==> config.mk <==
export PLATFORM = sky130hd
export DESIGN_NAME = sonar_rx_decoder
export DESIGN_NICKNAME = d
export VERILOG_FILES = /design/src/rtl/sonar_rx_decoder.sv
export SDC_FILE = /design/constraint.sdc
export NUM_CORES = 1
export LEC_CHECK = 0
export ABC_AREA = 0
export BUFFER_PORTS_ARGS = -buffer_cell sky130_fd_sc_hd__buf_2
export CORE_MARGIN = 1
export CORE_UTILIZATION = 50
export DETAILED_ROUTE_END_ITERATION = 16
export GPL_ROUTABILITY_DRIVEN = 0
export GPL_TIMING_DRIVEN = 0
export PLACE_DENSITY = 0.69
export SLEW_MARGIN = 30
export SYNTH_ARGS = -nofsm -noshare
export SYNTH_HDL_FRONTEND = slang
export SYNTH_SLANG_ARGS = --single-unit
==> constraint.sdc <==
create_clock -name clock -period 3.37 [get_ports clock]
set_clock_uncertainty 0.2 [all_clocks]
set_input_delay 0.337 -clock clock [delete_from_list [all_inputs] [get_ports clock]]
set_output_delay 0.337 -clock clock [all_outputs]
set_load 0.1 [all_outputs]
==> src/rtl/sonar_rx_decoder.sv <==
// Serial receiver (7E2) plus "AAA,DDDD#" frame parser for the sonar link.
// Define SONAR_RX_PARITY_EN to turn the even-parity check into a frame error.
module sonar_rx_decoder #(
   parameter int CLK_DIV = 434
) (
   input  logic        clock,
   input  logic        reset,
   input  logic        entrada_serial,
   output logic [11:0] angulo,
   output logic [15:0] distancia,
   output logic        pronto,
   output logic        erro,
   output logic [3:0]  db_estado
);

   localparam int CW = $clog2(CLK_DIV);
   localparam logic [CW-1:0] FULL = CW'(CLK_DIV - 1);
   localparam logic [CW-1:0] HALF = CW'(CLK_DIV / 2 - 1);

   typedef enum logic [2:0] {OCIOSO, INICIO, DADOS, PARIDADE, PARADA1, PARADA2} rx_st_t;
   typedef enum logic [3:0] {ANG0, ANG1, ANG2, VIRG, DIS0, DIS1, DIS2, DIS3, FIM, RESYNC} ps_t;

   logic          sync1_q, sync2_q, prev_q;
   rx_st_t        rx_st_q, rx_st_d;
   logic [CW-1:0] cnt_q, cnt_d;
   logic [2:0]    bit_q, bit_d;
   logic [6:0]    shr_q, shr_d;
   logic          perr_q, perr_d;
   logic          stb_q, stb_d, ferr_q, ferr_d;
   logic          rx, smp;

   assign rx  = sync2_q;
   assign smp = (cnt_q == FULL);

   // ---------------- receiver: state register ----------------
   always_ff @(posedge clock or negedge reset) begin
      if (!reset) begin
         sync1_q <= 1'b1;
         sync2_q <= 1'b1;
         prev_q  <= 1'b1;
         rx_st_q <= OCIOSO;
         cnt_q   <= '0;
         bit_q   <= '0;
         shr_q   <= '0;
         perr_q  <= 1'b0;
         stb_q   <= 1'b0;
         ferr_q  <= 1'b0;
      end else begin
         sync1_q <= entrada_serial;
         sync2_q <= sync1_q;
         prev_q  <= sync2_q;
         rx_st_q <= rx_st_d;
         cnt_q   <= cnt_d;
         bit_q   <= bit_d;
         shr_q   <= shr_d;
         perr_q  <= perr_d;
         stb_q   <= stb_d;
         ferr_q  <= ferr_d;
      end
   end

   // ---------------- receiver: next state ----------------
   // After a framing error the line may still be low; OCIOSO only leaves on a
   // 1->0 edge, so it implicitly waits for the line to return high first.
   always_comb begin
      rx_st_d = rx_st_q;
      cnt_d   = cnt_q + CW'(1);
      bit_d   = bit_q;
      shr_d   = shr_q;
      perr_d  = perr_q;
      case (rx_st_q)
         OCIOSO: begin
            cnt_d = '0;
            bit_d = '0;
            if (prev_q && !rx) rx_st_d = INICIO;
         end
         INICIO: if (cnt_q == HALF) begin
            cnt_d   = '0;
            rx_st_d = rx ? OCIOSO : DADOS;
         end
         DADOS: if (smp) begin
            cnt_d = '0;
            shr_d = {rx, shr_q[6:1]};
            bit_d = bit_q + 3'd1;
            if (bit_q == 3'd6) rx_st_d = PARIDADE;
         end
         PARIDADE: if (smp) begin
            cnt_d   = '0;
`ifdef SONAR_RX_PARITY_EN
            perr_d  = ^{shr_q, rx};
`endif
            rx_st_d = PARADA1;
         end
         PARADA1: if (smp) begin
            cnt_d   = '0;
            rx_st_d = rx ? PARADA2 : OCIOSO;
         end
         PARADA2: if (smp) begin
            cnt_d   = '0;
            rx_st_d = OCIOSO;
         end
         default: rx_st_d = OCIOSO;
      endcase
   end

   // ---------------- receiver: outputs (character strobe) ----------------
   always_comb begin
      stb_d  = 1'b0;
      ferr_d = 1'b0;
      if (smp && rx_st_q == PARADA1 && !rx) begin
         stb_d  = 1'b1;
         ferr_d = 1'b1;
      end
      if (smp && rx_st_q == PARADA2) begin
         stb_d  = 1'b1;
         ferr_d = !rx;
      end
   end

   // ---------------- parser ----------------
   ps_t         ps_q, ps_d;
   logic [11:0] ang_sh_q, ang_sh_d, ang_q, ang_d;
   logic [15:0] dis_sh_q, dis_sh_d, dis_q, dis_d;
   logic        pronto_q, pronto_d, erro_q, erro_d;
   logic [7:0]  ch;
   logic        is_dig, class_ok;

   assign ch     = {1'b0, shr_q};
   assign is_dig = (ch >= 8'h30) && (ch <= 8'h39);

   always_ff @(posedge clock or negedge reset) begin
      if (!reset) begin
         ps_q     <= ANG0;
         ang_sh_q <= '0;
         dis_sh_q <= '0;
         ang_q    <= '0;
         dis_q    <= '0;
         pronto_q <= 1'b0;
         erro_q   <= 1'b0;
      end else begin
         ps_q     <= ps_d;
         ang_sh_q <= ang_sh_d;
         dis_sh_q <= dis_sh_d;
         ang_q    <= ang_d;
         dis_q    <= dis_d;
         pronto_q <= pronto_d;
         erro_q   <= erro_d;
      end
   end

   always_comb begin
      case (ps_q)
         VIRG:    class_ok = (ch == 8'h2C);
         FIM:     class_ok = (ch == 8'h23);
         RESYNC:  class_ok = 1'b0;
         default: class_ok = is_dig;
      endcase
   end

   always_comb begin
      ps_d     = ps_q;
      ang_sh_d = ang_sh_q;
      dis_sh_d = dis_sh_q;
      ang_d    = ang_q;
      dis_d    = dis_q;
      pronto_d = 1'b0;
      erro_d   = 1'b0;
      if (stb_q) begin
         if (ps_q == RESYNC) begin
            if (!ferr_q && !perr_q && ch == 8'h23) ps_d = ANG0;
         end else if (ferr_q || perr_q || !class_ok) begin
            ps_d     = RESYNC;
            erro_d   = 1'b1;
            ang_sh_d = '0;
            dis_sh_d = '0;
         end else begin
            case (ps_q)
               ANG0: begin ang_sh_d[11:8]  = ch[3:0]; ps_d = ANG1; end
               ANG1: begin ang_sh_d[7:4]   = ch[3:0]; ps_d = ANG2; end
               ANG2: begin ang_sh_d[3:0]   = ch[3:0]; ps_d = VIRG; end
               VIRG: ps_d = DIS0;
               DIS0: begin dis_sh_d[15:12] = ch[3:0]; ps_d = DIS1; end
               DIS1: begin dis_sh_d[11:8]  = ch[3:0]; ps_d = DIS2; end
               DIS2: begin dis_sh_d[7:4]   = ch[3:0]; ps_d = DIS3; end
               DIS3: begin dis_sh_d[3:0]   = ch[3:0]; ps_d = FIM;  end
               default: begin
                  ang_d    = ang_sh_q;
                  dis_d    = dis_sh_q;
                  pronto_d = 1'b1;
                  ps_d     = ANG0;
               end
            endcase
         end
      end
   end

   assign angulo    = ang_q;
   assign distancia = dis_q;
   assign pronto    = pronto_q;
   assign erro      = erro_q;
   assign db_estado = ps_q;

endmodule
# Word level (Yosys, flattened, before mapping)
# Index checks and enable logic that the tools add are counted.
# W data, S select, Z words.
# classes
bitwise	3
n_eq_ne	27
n_lt_le_gt_ge	2
reduce_logical	34
n_addsub	2
n_mux	39
# op_table
cell	n
$mux W4	10
$pmux W4 S8	1
$mux W3	9
$pmux W9 S3	1
$reduce_and A3 Y1	7
$mux W9	2
$pmux W3 S6	1
$eq A4 B3 Y1 const B	4
$mux W16	1
$reduce_bool A2 Y1	8
$eq A7 B6 Y1 const B	2
$ne A2 B2 Y1 const B	7
$mux W12	1
$mux W1	10
$add A9 B1 Y9 const B	1
$eq A3 B3 Y1 const B	3
$eq A9 B8 Y1 const B	1
$eq A9 B9 Y1 const B	1
$eq A4 B2 Y1 const B	2
$eq A4 B4 Y1 const B	2
$reduce_or A8 Y1	1
$ge A7 B6 Y1 const B	1
$le A7 B6 Y1 const B	1
$reduce_and A7 Y1	1
other kinds (17)	29
# totals
reg_bits	89
inputBits	3
output_inout_bits	34

# Logic depth before layout (Yosys ltp)
# Gate-level depths: netlist of the first run.
# depth
word_depth	8
ltp_mapped	8

# Least setup slack after synthesis of the first run
# OpenSTA, ideal clock, no wires.
# synth_path
kind	register to register
start	register ps_q[0] (netlist: db_estado[0])
end	register dis_q[10] (netlist: distancia[10])
path_buffers	3
required_time_ps	3045
path_slack_ps	497
t_arrival_ps	2548
path_stages_with_launch	9
path_cell_list	dfrtp_1 > clkbuf_1 > and4bb_1 > a32oi_1 > o22ai_4 > nand4_2 > buf_6 > buf_6 > mux2_4
# synth_between
elab_chain_cells	6
elab_cells_between_ends	18
# synth_lines
item	line	rtl
from (decl)	121	ps_t ps_q, ps_d;
from (signal assigned)	141	ps_q <= ps_d;
$eq A4 B4 Y1 (tied with other cells)	152, 169	
$pmux W1 S3	152	case (ps_q)
$logic_not A1 Y1	171	end else if (ferr_q || perr_q || !class_ok) begin
$logic_or A1 B1 Y1	171	
$not A1 Y1 (no line)	n/a	
$reduce_and A4 Y1 (no line) (*)	n/a	
to (signal assigned)	145	dis_q <= dis_d;
to (decl)	123	logic [15:0] dis_sh_q, dis_sh_d, dis_q, dis_d;
# Every way passes the cells marked *; elsewhere a longest branch is shown, timed or not.
# A chain may end at the register's enable or synchronous reset.

# Worst setup path in the final report of the first run
# layout_path
start	register cnt_q[1]
end	register shr_q[5]
# layout_between
elab_chain_cells	2
# layout_lines
item	line	rtl
from (decl)	25	logic [CW-1:0] cnt_q, cnt_d;
from (signal assigned)	53	cnt_q <= cnt_d;
$eq A9 B9 Y1	33	assign smp = (cnt_q == FULL);
$reduce_and A2 Y1 (no line)	n/a	
to (signal assigned)	55	shr_q <= shr_d;
to (decl)	27	logic [6:0] shr_q, shr_d;
# Every way passes these cells.

==> results.cfg, run 1 <==
[run_status]
status = complete, no violations

[drt]
viasPerCell = 5.29
vias = 2499
antenna_left = 0
wirelength_um = 6790
wl_per_cell_um = 14.4
drt_iter0_drc = 136
drtPass1Iterations = 4
drcViolationCount = 0

[sta]
maxSlewHeadroom = 0.577
max_freq_ghz = 0.378
min_period_over_period = 0.784
layout_min_cycle_time_ns = 2.64
setup_violations = 0
grt_setup_unrepaired = false
slew_violations = 0
finalSetupTns_ns = 0
hold_violations = 0
fin_ws_ns = 0.728
worstMarginPinSlew_ns = 0.626

[synth]
synth_area_mm2 = 0.00377
yosysTopAreaCellShare = 0.571
synthTopCellsByCount = dfrtp_1, nand2_1, o22ai_1
async_reset_ff_frac = 1.00
synth.area.top_cells = dfrtp_1, mux2_2, nand2_1
synth-seq-area-share = 0.592
avgSynthCellArea_um2 = 11.9
ys_ff_latch = 89
synth_ff_type = dfrtp_1
synth.distinct_cells = 39
synth_nets = 327
synth_top_cell_by_area = dfrtp_1
yosysMostFrequentCell = dfrtp_1
postSynthCellCount = 318
yosysWarningCount = 0
synth_edf_count = 0

[die]
die_area_mm2 = 0.00789
pin_count = 37
num_rows = 31
die_x_um = 88.8
coreArea_mm2 = 0.00725
initial_core_util = 0.520
chipHeight_um = 88.8

[clock_network]
cts_made_buffers = 9
clk_pin_slew_ns = 0.08
cts_tree = yes
cts_setup_buffers = 0
clockBufferDepth = 2
htree_levels = 3
clk_latency_ns = 0.36
cts_sinks = 89
root_buffer = clkbuf_8

[grt]
grt_pass1_wl_um = 11200
grt_max_degree = 67
overflow = 0
grtUsageTotal = 0.190
first_global_vias = 2368
antenna_found_initial = 0

[pwr]
p_leak_nw = 2.15
max-vdd-ir-drop_mv = 0.319
power_density_mw_per_mm2 = 477

[final_layout]
diodes = 0
drive_gt1_frac = 0.260
area_growth_pct = 14.5
n_fill_cell = 603
nets = 377

[critical_path]
startpoint_type = flop
reg2reg_from = cnt_q[1]
worstPathMaxFanout = 8
path_cells = inv_1 -> ha_1 -> nor4bb_1 -> nand4_1 -> or3_1 -> clkbuf_1 -> mux2_2
criticalPathCategory = reg -> reg
crit_arrival_ns = 2.68
cp.required_ns = 3.41
end_kind = flop
rr_endpoint = shr_q[5]
r2r_setup_slack_ns = 0.73
slowest_delay_ns = 0.45
reg2reg_depth = 7
cp_slowest_cell = or3_1

[placement]
dp_hpwl_um = 4660
portBuffers = 36
pre_cts_ws_ns = 0.760

[min_path]
hp-start = sync1_q
min_to = rx
hold_class = reg -> reg
whs_path_depth = 0

[run]
cap_violations = 0
## final cells by class
cell class,instances,area (µm²),share of cell area
Timing Repair Buffer,39,234,0.0542
Clock inverter,5,56.3,0.0130
Inverter,11,41.3,0.00957
Clock buffer,11,131,0.0304
Buffer,9,50.0,0.0116
Multi-Input combinational cell,209,1450,0.336
Tap cell,99,124,0.0287
Sequential cell,89,2230,0.517
## repair_timing
action                    4_1_cts  5_1_grt
hold endpoints to repair       87        0
hold buffers                    2        0
resized for setup               0        0
## worst max path at each step
stage                             from            end  slack [ns]
after global routing          cnt_q[1]       shr_q[5]        0.55
after CTS                     cnt_q[1]       shr_q[5]        0.73
after global placement        cnt_q[1]       shr_q[5]        0.81
after floorplan           db_estado[0]  distancia[10]        0.50
final                         cnt_q[1]       shr_q[5]        0.73
after detailed placement      cnt_q[1]       shr_q[5]        0.76
## through the flow
step,area (µm²),std cells,power [mW],hold slack (ns),utilization
after detailed placement,4110,454,1.37,0.00675,0.567
after global placement,4080,453,1.36,0.146,0.562
after CTS,4320,472,2.08,0.160,0.595
final,4320,472,2.06,0.158,0.595
after global routing,4320,472,2.16,0.162,0.595
after floorplan,3770,318,1.30,-0.159,-
## per-layer routing
layer,track usage,share of wire,vias to the layer above
li1,-,-,1220
met1,0.245,0.46,1222
met2,0.307,0.49,45
met3,0.0345,0.031,12
met4,0.0968,0.021,0
met5,0,0,-
## power breakdown
group          switching (mW)  total, mW  internal (mW)
clock network           0.368      0.710          0.342
registers              0.0546       1.16           1.11
logic                   0.110      0.189         0.0791
total                   0.533       2.06           1.53
## cell usage in the layout (no fill, tap or decap), types with 4 or more instances in the layout
cell / Yosys / routed
buf_2: 1 / 36
a21oi_1: 6 / 6
mux2_2: 26 / 26
o21ai_0: 4 / 4
dfrtp_1: 86 / 86
nor2_1: 21 / 21
nand3_1: 5 / 5
clkbuf_8: 0 / 9
mux2_4: 9 / 9
nor2b_1: 6 / 6
nand2_1: 53 / 53
ha_1: 6 / 6
clkbuf_1: 6 / 8
o22ai_1: 31 / 31
inv_1: 11 / 11
xnor2_1: 6 / 6
nor4bb_1: 4 / 4
## logic make-up (layout without fill, tap and decap cells)
family | count (synthesis) | count (layout) | share of synthesized area
AOI/OAI and AO/OA | 52 | 52 | 0.0929
xor gates and xnor gates | 7 | 7 | 0.0163
adders and majority gates | 6 | 6 | 0.0199
buffers and inverters | 20 | 75 | 0.0242
DFF | 89 | 89 | 0.592
muxes | 37 | 37 | 0.119
and+or+nand+nor | 107 | 107 | 0.136
## sequential cells by signal, summed over array words and instances, names as in the netlist, 4 cells and up
name / cells
ang_sh_q: 12
angulo: 12
dis_sh_q: 16
cnt_q: 9
db_estado: 4
shr_q: 7
distancia: 16
## worst max-delay path: cells and delay by family (launching register included)
family | cells | cell delay, ns
fa+ha+maj | 1 | 0.13
buf+inv | 2 | 0.30
flops | 1 | 0.41
mux | 1 | 0.32
simple gates | 3 | 1.18
Note: power is estimated with default switching activity, not from simulation.
==> run 2, diff against run 1 <==
--- a/config.mk
+++ b/config.mk
@@ -12,7 +12,7 @@
 export DETAILED_ROUTE_END_ITERATION = 16
 export GPL_ROUTABILITY_DRIVEN = 0
 export GPL_TIMING_DRIVEN = 0
-export PLACE_DENSITY = 0.69
+export PLACE_DENSITY = 0.72
 export SLEW_MARGIN = 30
 export SYNTH_ARGS = -nofsm -noshare
 export SYNTH_HDL_FRONTEND = slang
==> constraint.sdc (replaced) <==
create_clock -name clock -period 2.34 [get_ports clock]
set_clock_uncertainty 0.2 [all_clocks]
set_input_delay 0.234 -clock clock [delete_from_list [all_inputs] [get_ports clock]]
set_output_delay 0.234 -clock clock [all_outputs]
set_load 0.1 [all_outputs]
==> run 2 against run 1 <==
Maximum frequency increased by 18%. Die area unchanged. Global-route usage grew 0.42 points. Sequential power rose by 45%. Hold slack worse by 0.030 ns. Sequential share of layout area fell by 0.87 points. Final area increased by 2.1%. Combinational power rose by 43%. Final cell count rose by 0.64%. Power increased by 45%. Critical endpoint is now shr_q[1]. Highest routed layer unchanged.
==> results.cfg, run 2 (synthesis results as in run 1) <==
[drt]
drt_iter0_drc = 142
antenna_left = 0
drcViolationCount = 0
vias = 2554
wirelength_um = 6800
wl_per_cell_um = 14.3
drtPass1Iterations = 4
viasPerCell = 5.38

[pwr]
p_leak_nw = 2.19
combPwrFrac = 0.091
p_sw_mw = 0.787
max-vdd-ir-drop_mv = 0.491
p_int_mw = 2.21
swShare = 0.263
p_clk_frac = 0.350
power_density_mw_per_mm2 = 680
power_frac_seq = 0.559

[grt]
overflow = 0
first_global_vias = 2512
grt_pass1_wl_um = 11600
grt_max_degree = 54
antenna_found_initial = 0
grtUsageTotal = 0.194

[final_layout]
nets = 380
multiInputGateArea_mm2 = 0.00147
n_fill_cell = 611
diodes = 0
register_area_mm2 = 0.00224
utilization = 0.607
area_growth_pct = 16.8
drive_gt1_frac = 0.306
final_common_cell = dfrtp_1
layout_common_cells = dfrtp_1, nand2_1, buf_2

[sta]
min_period_over_period = 0.956
max_freq_ghz = 0.447
layout_min_cycle_time_ns = 2.24
fin_ws_ns = 0.103
setup_violations = 0
worstMarginPinSlew_ns = 0.513
hold_violations = 0
hold_slack_ns = 0.128
slew_violations = 0
maxSlewHeadroom = 0.660

[critical_path]
reg2reg_from = cnt_q[1]
end_kind = flop
r2r_setup_slack_ns = 0.10
criticalPathCategory = reg -> reg
worstPathMaxFanout = 7
startpoint_type = flop
cp.required_ns = 2.37
crit_path_start = cnt_q[1]
crit_arrival_ns = 2.27

[clock_network]
cts_sinks = 89
htree_levels = 3
cts_tree = yes
root_buffer = clkbuf_8
clockBufferDepth = 2
clk_pin_slew_ns = 0.09
cts_made_buffers = 9
clk_latency_ns = 0.36

[die]
num_rows = 31
pin_count = 37
coreArea_mm2 = 0.00725
chipHeight_um = 88.8
initial_core_util = 0.520
die_x_um = 88.8
die_area_mm2 = 0.00789

[run]
cap_violations = 0

[min_path]
hold_class = in -> async

[placement]
portBuffers = 36
dp_hpwl_um = 4570
pre_cts_ws_ns = -0.237

[run_status]
status = complete, no violations
## run 2: cell count changes in the layout (fill, tap and decap cells not counted), moves of 2 or more
cell / change
clkbuf_1: -7
inv_6: +2
buf_4: +4
clkbuf_2: +3
dfrtp_1: -4
dfrtp_2: +3
## run 2: per-layer routing
metal	share of wire	wire, µm	GRT usage	vias to the layer above
li1	-	-	-	1235
met1	0.46	3120	0.259	1251
met2	0.49	3350	0.307	62
met3	0.036	247	0.0354	6
met4	0.012	79	0.0924	0
met5	0	0	0	-
## run 2: critical path: stages, from the launching register on
cell,delay (ns)
dfrtp_1,0.41
inv_1,0.09
ha_1,0.15
nor4bb_2,0.33
nand4_1,0.19
or3_4,0.46
mux2_2,0.29
## run 2: repair_timing
item | CTS | global route
buffers inserted | 3 | 3
endpoints found under the setup margin | 48 | 67
gates resized for setup | 1 | 7
pin swaps | 2 | 3
hold buffers | 2 | 0
endpoints found under the hold margin | 87 | 0
## run 2: area by class of cell
class                      count  share of cell area
buffer                         6              0.0102
clock buffer                   9              0.0281
tap                           99              0.0281
timing repair buffer          45              0.0656
multi-input combinational    209               0.333
inverter                      11             0.00937
sequential                    89               0.508
clock inverter                 7              0.0173
## run 2: metrics by stage
step,TNS (ns),instance area (µm²),total power [mW],cells
floorplan,-2.72,3790,1.87,318
global placement,-2.27,4100,1.95,453
detailed placement,-2.90,4130,1.98,454
CTS,0,4380,3.03,474
global route,-0.0473,4410,3.15,475
finish,0,4410,2.99,475
## run 2: power by group through the flow
stage          Clock (mW)  Sequential (mW)  Combinational (mW)
2_1_floorplan           0             1.68               0.194
3_3_place_gp            0             1.70               0.255
3_5_place_dp            0             1.70               0.275
4_1_cts              1.08             1.67               0.280
5_1_grt              1.15             1.69               0.314
6_report             1.05             1.68               0.271
## run 2: path summary, 6_finish.rpt
kind                            endpoint  cells past startpoint
setup reg to reg                shr_q[1]                      6
hold reg to reg                       rx                      0
min in group clock                    rx                      0
hold / removal             distancia[11]                      2
max in group asynchronous         prev_q                      3
setup / recovery                shr_q[1]                      6
==> run 3, diff against run 2 <==
--- a/config.mk
+++ b/config.mk
@@ -12,7 +12,8 @@
 export DETAILED_ROUTE_END_ITERATION = 16
 export GPL_ROUTABILITY_DRIVEN = 0
 export GPL_TIMING_DRIVEN = 0
-export PLACE_DENSITY = 0.72
+export PLACE_DENSITY = 0.83
+export SKIP_CTS_REPAIR_TIMING = 1
 export SLEW_MARGIN = 30
 export SYNTH_ARGS = -nofsm -noshare
 export SYNTH_HDL_FRONTEND = slang
==> run 3 against run 2 <==
Global-route usage increased by 0.52 points. Final area increased by 1.9%. Non-clock buffer count increased by 10. First-iteration DRC count decreased by 6.3%. Sequential power about the same. Maximum frequency decreased by 1.7%. Combinational power increased by 12%. Sequential share of layout area decreased by 0.95 points. Sequential cell count unchanged. Power decreased by 0.62%. Critical path type unchanged. Largest cell class unchanged.
==> results.cfg, run 3 (synthesis results as in run 1) <==
[drt]
wirelength_um = 7530
wl_per_cell_um = 15.5
vias = 2682
drt_iter0_drc = 133
viasPerCell = 5.53
antenna_left = 0
drtPass1Iterations = 4
drcViolationCount = 0

[die]
die_x_um = 88.8
initial_core_util = 0.520
chipHeight_um = 88.8
coreArea_mm2 = 0.00725
die_area_mm2 = 0.00789
num_rows = 31
pin_count = 37

[clock_network]
cts_made_buffers = 9
clk_latency_ns = 0.36
cts_tree = yes
htree_levels = 3
root_buffer = clkbuf_8
clockBufferDepth = 2
cts_sinks = 89
clk_pin_slew_ns = 0.10

[final_layout]
final_common_cell = dfrtp_1
layout_common_cells = dfrtp_1, nand2_1, buf_2
drive_gt1_frac = 0.329
final_cells = 485
final_area_mm2 = 0.00449
n_fill_cell = 544
diodes = 0
multiInputGateArea_mm2 = 0.00148
area_growth_pct = 19.0
register_area_mm2 = 0.00224
utilization = 0.619
nets = 390

[critical_path]
startpoint_type = flop
crit_arrival_ns = 2.33
end_kind = flop
cp_slowest_cell = dfrtp_4
criticalPathCategory = reg -> reg
cp.required_ns = 2.40
slowest_delay_ns = 0.52
path_cells = and4bb_1 -> a211o_1 -> o22ai_4 -> nand4_2 -> buf_6 -> clkbuf_16 -> mux2_4
worstPathMaxFanout = 8

[sta]
finalSetupTns_ns = 0
worstMarginPinSlew_ns = 0.584
hold_slack_ns = 0.0729
grt_setup_unrepaired = true
fin_ws_ns = 0.0643
layout_min_cycle_time_ns = 2.28
setup_violations = 0
max_freq_ghz = 0.439
hold_violations = 0
min_period_over_period = 0.973
slew_violations = 0
maxSlewHeadroom = 0.605

[pwr]
max-vdd-ir-drop_mv = 0.496
p_int_mw = 2.13
p_leak_nw = 2.25
p_sw_mw = 0.846
p_clk_frac = 0.334
combPwrFrac = 0.102
power.total_mw = 2.98
swShare = 0.284
power_frac_seq = 0.564
power_density_mw_per_mm2 = 663

[placement]
pre_cts_ws_ns = -0.232
dp.cells = 454
place_area_mm2 = 0.00413
dp_hpwl_um = 4980
portBuffers = 36

[run_status]
status = complete, no violations

[grt]
overflow = 0
antenna_found_initial = 0
grtUsageTotal = 0.199
grt_max_degree = 70
first_global_vias = 2557
grt_pass1_wl_um = 11900

[min_path]
hold_class = in -> async

[run]
cap_violations = 0
[run 3: cell count changes in the layout (fill, tap and decap cells not counted), sizes merged]
cell	change
clkinvlp	-1
bufinv	-1
buf	+10
inv	+3
clkinv	-1
[run 3: final timing paths]
path	start	end	slack, ns	cells past startpoint
worst min-delay path	reset	distancia[12]	0.07	2
worst min register to register	sync1_q	rx	0.16	0
worst max register to register	db_estado[0]	distancia[12]	0.06	7
max in group asynchronous	reset	sync1_q	1.25	3
min in group clock	sync1_q	rx	0.16	0
worst max-delay path	db_estado[0]	distancia[12]	0.06	7
[run 3: per-layer routing]
layer | part of all wire | GRT usage | vias to the layer above | routed length, µm
met4 | 0.015 | 0.0894 | 0 | 113
met2 | 0.51 | 0.329 | 61 | 3820
met1 | 0.44 | 0.252 | 1355 | 3350
met3 | 0.033 | 0.0429 | 15 | 248
li1 | - | - | 1251 | -
met5 | 0 | 0 | - | 0
[run 3: final cells by class]
cell class / count / area share
flip-flops and latches: 89 / 0.499
multi-input cells: 209 / 0.329
repair buffers: 55 / 0.0828
clock buffers: 9 / 0.0276
well taps: 99 / 0.0276
clock inverters: 7 / 0.0134
plain buffers: 6 / 0.0114
inverters: 11 / 0.00920
[run 3: worst max-delay path, delay by kind of cell, from the launching register on]
kind,cells,cell delay [ns]
flip-flops,1,0.52
AO/OA/AOI/OAI,2,0.49
AND/OR/NAND/NOR,2,0.35
buffers and inverters,2,0.33
multiplexers,1,0.29
[run 3: power by group through the flow]
stage	logic [mW]	clock network (mW)	registers, mW
4_1_cts	0.284	1.02	1.67
5_1_grt	0.344	1.09	1.69
6_report	0.304	0.993	1.68
3_3_place_gp	0.257	0	1.70
3_5_place_dp	0.281	0	1.70
2_1_floorplan	0.194	0	1.68
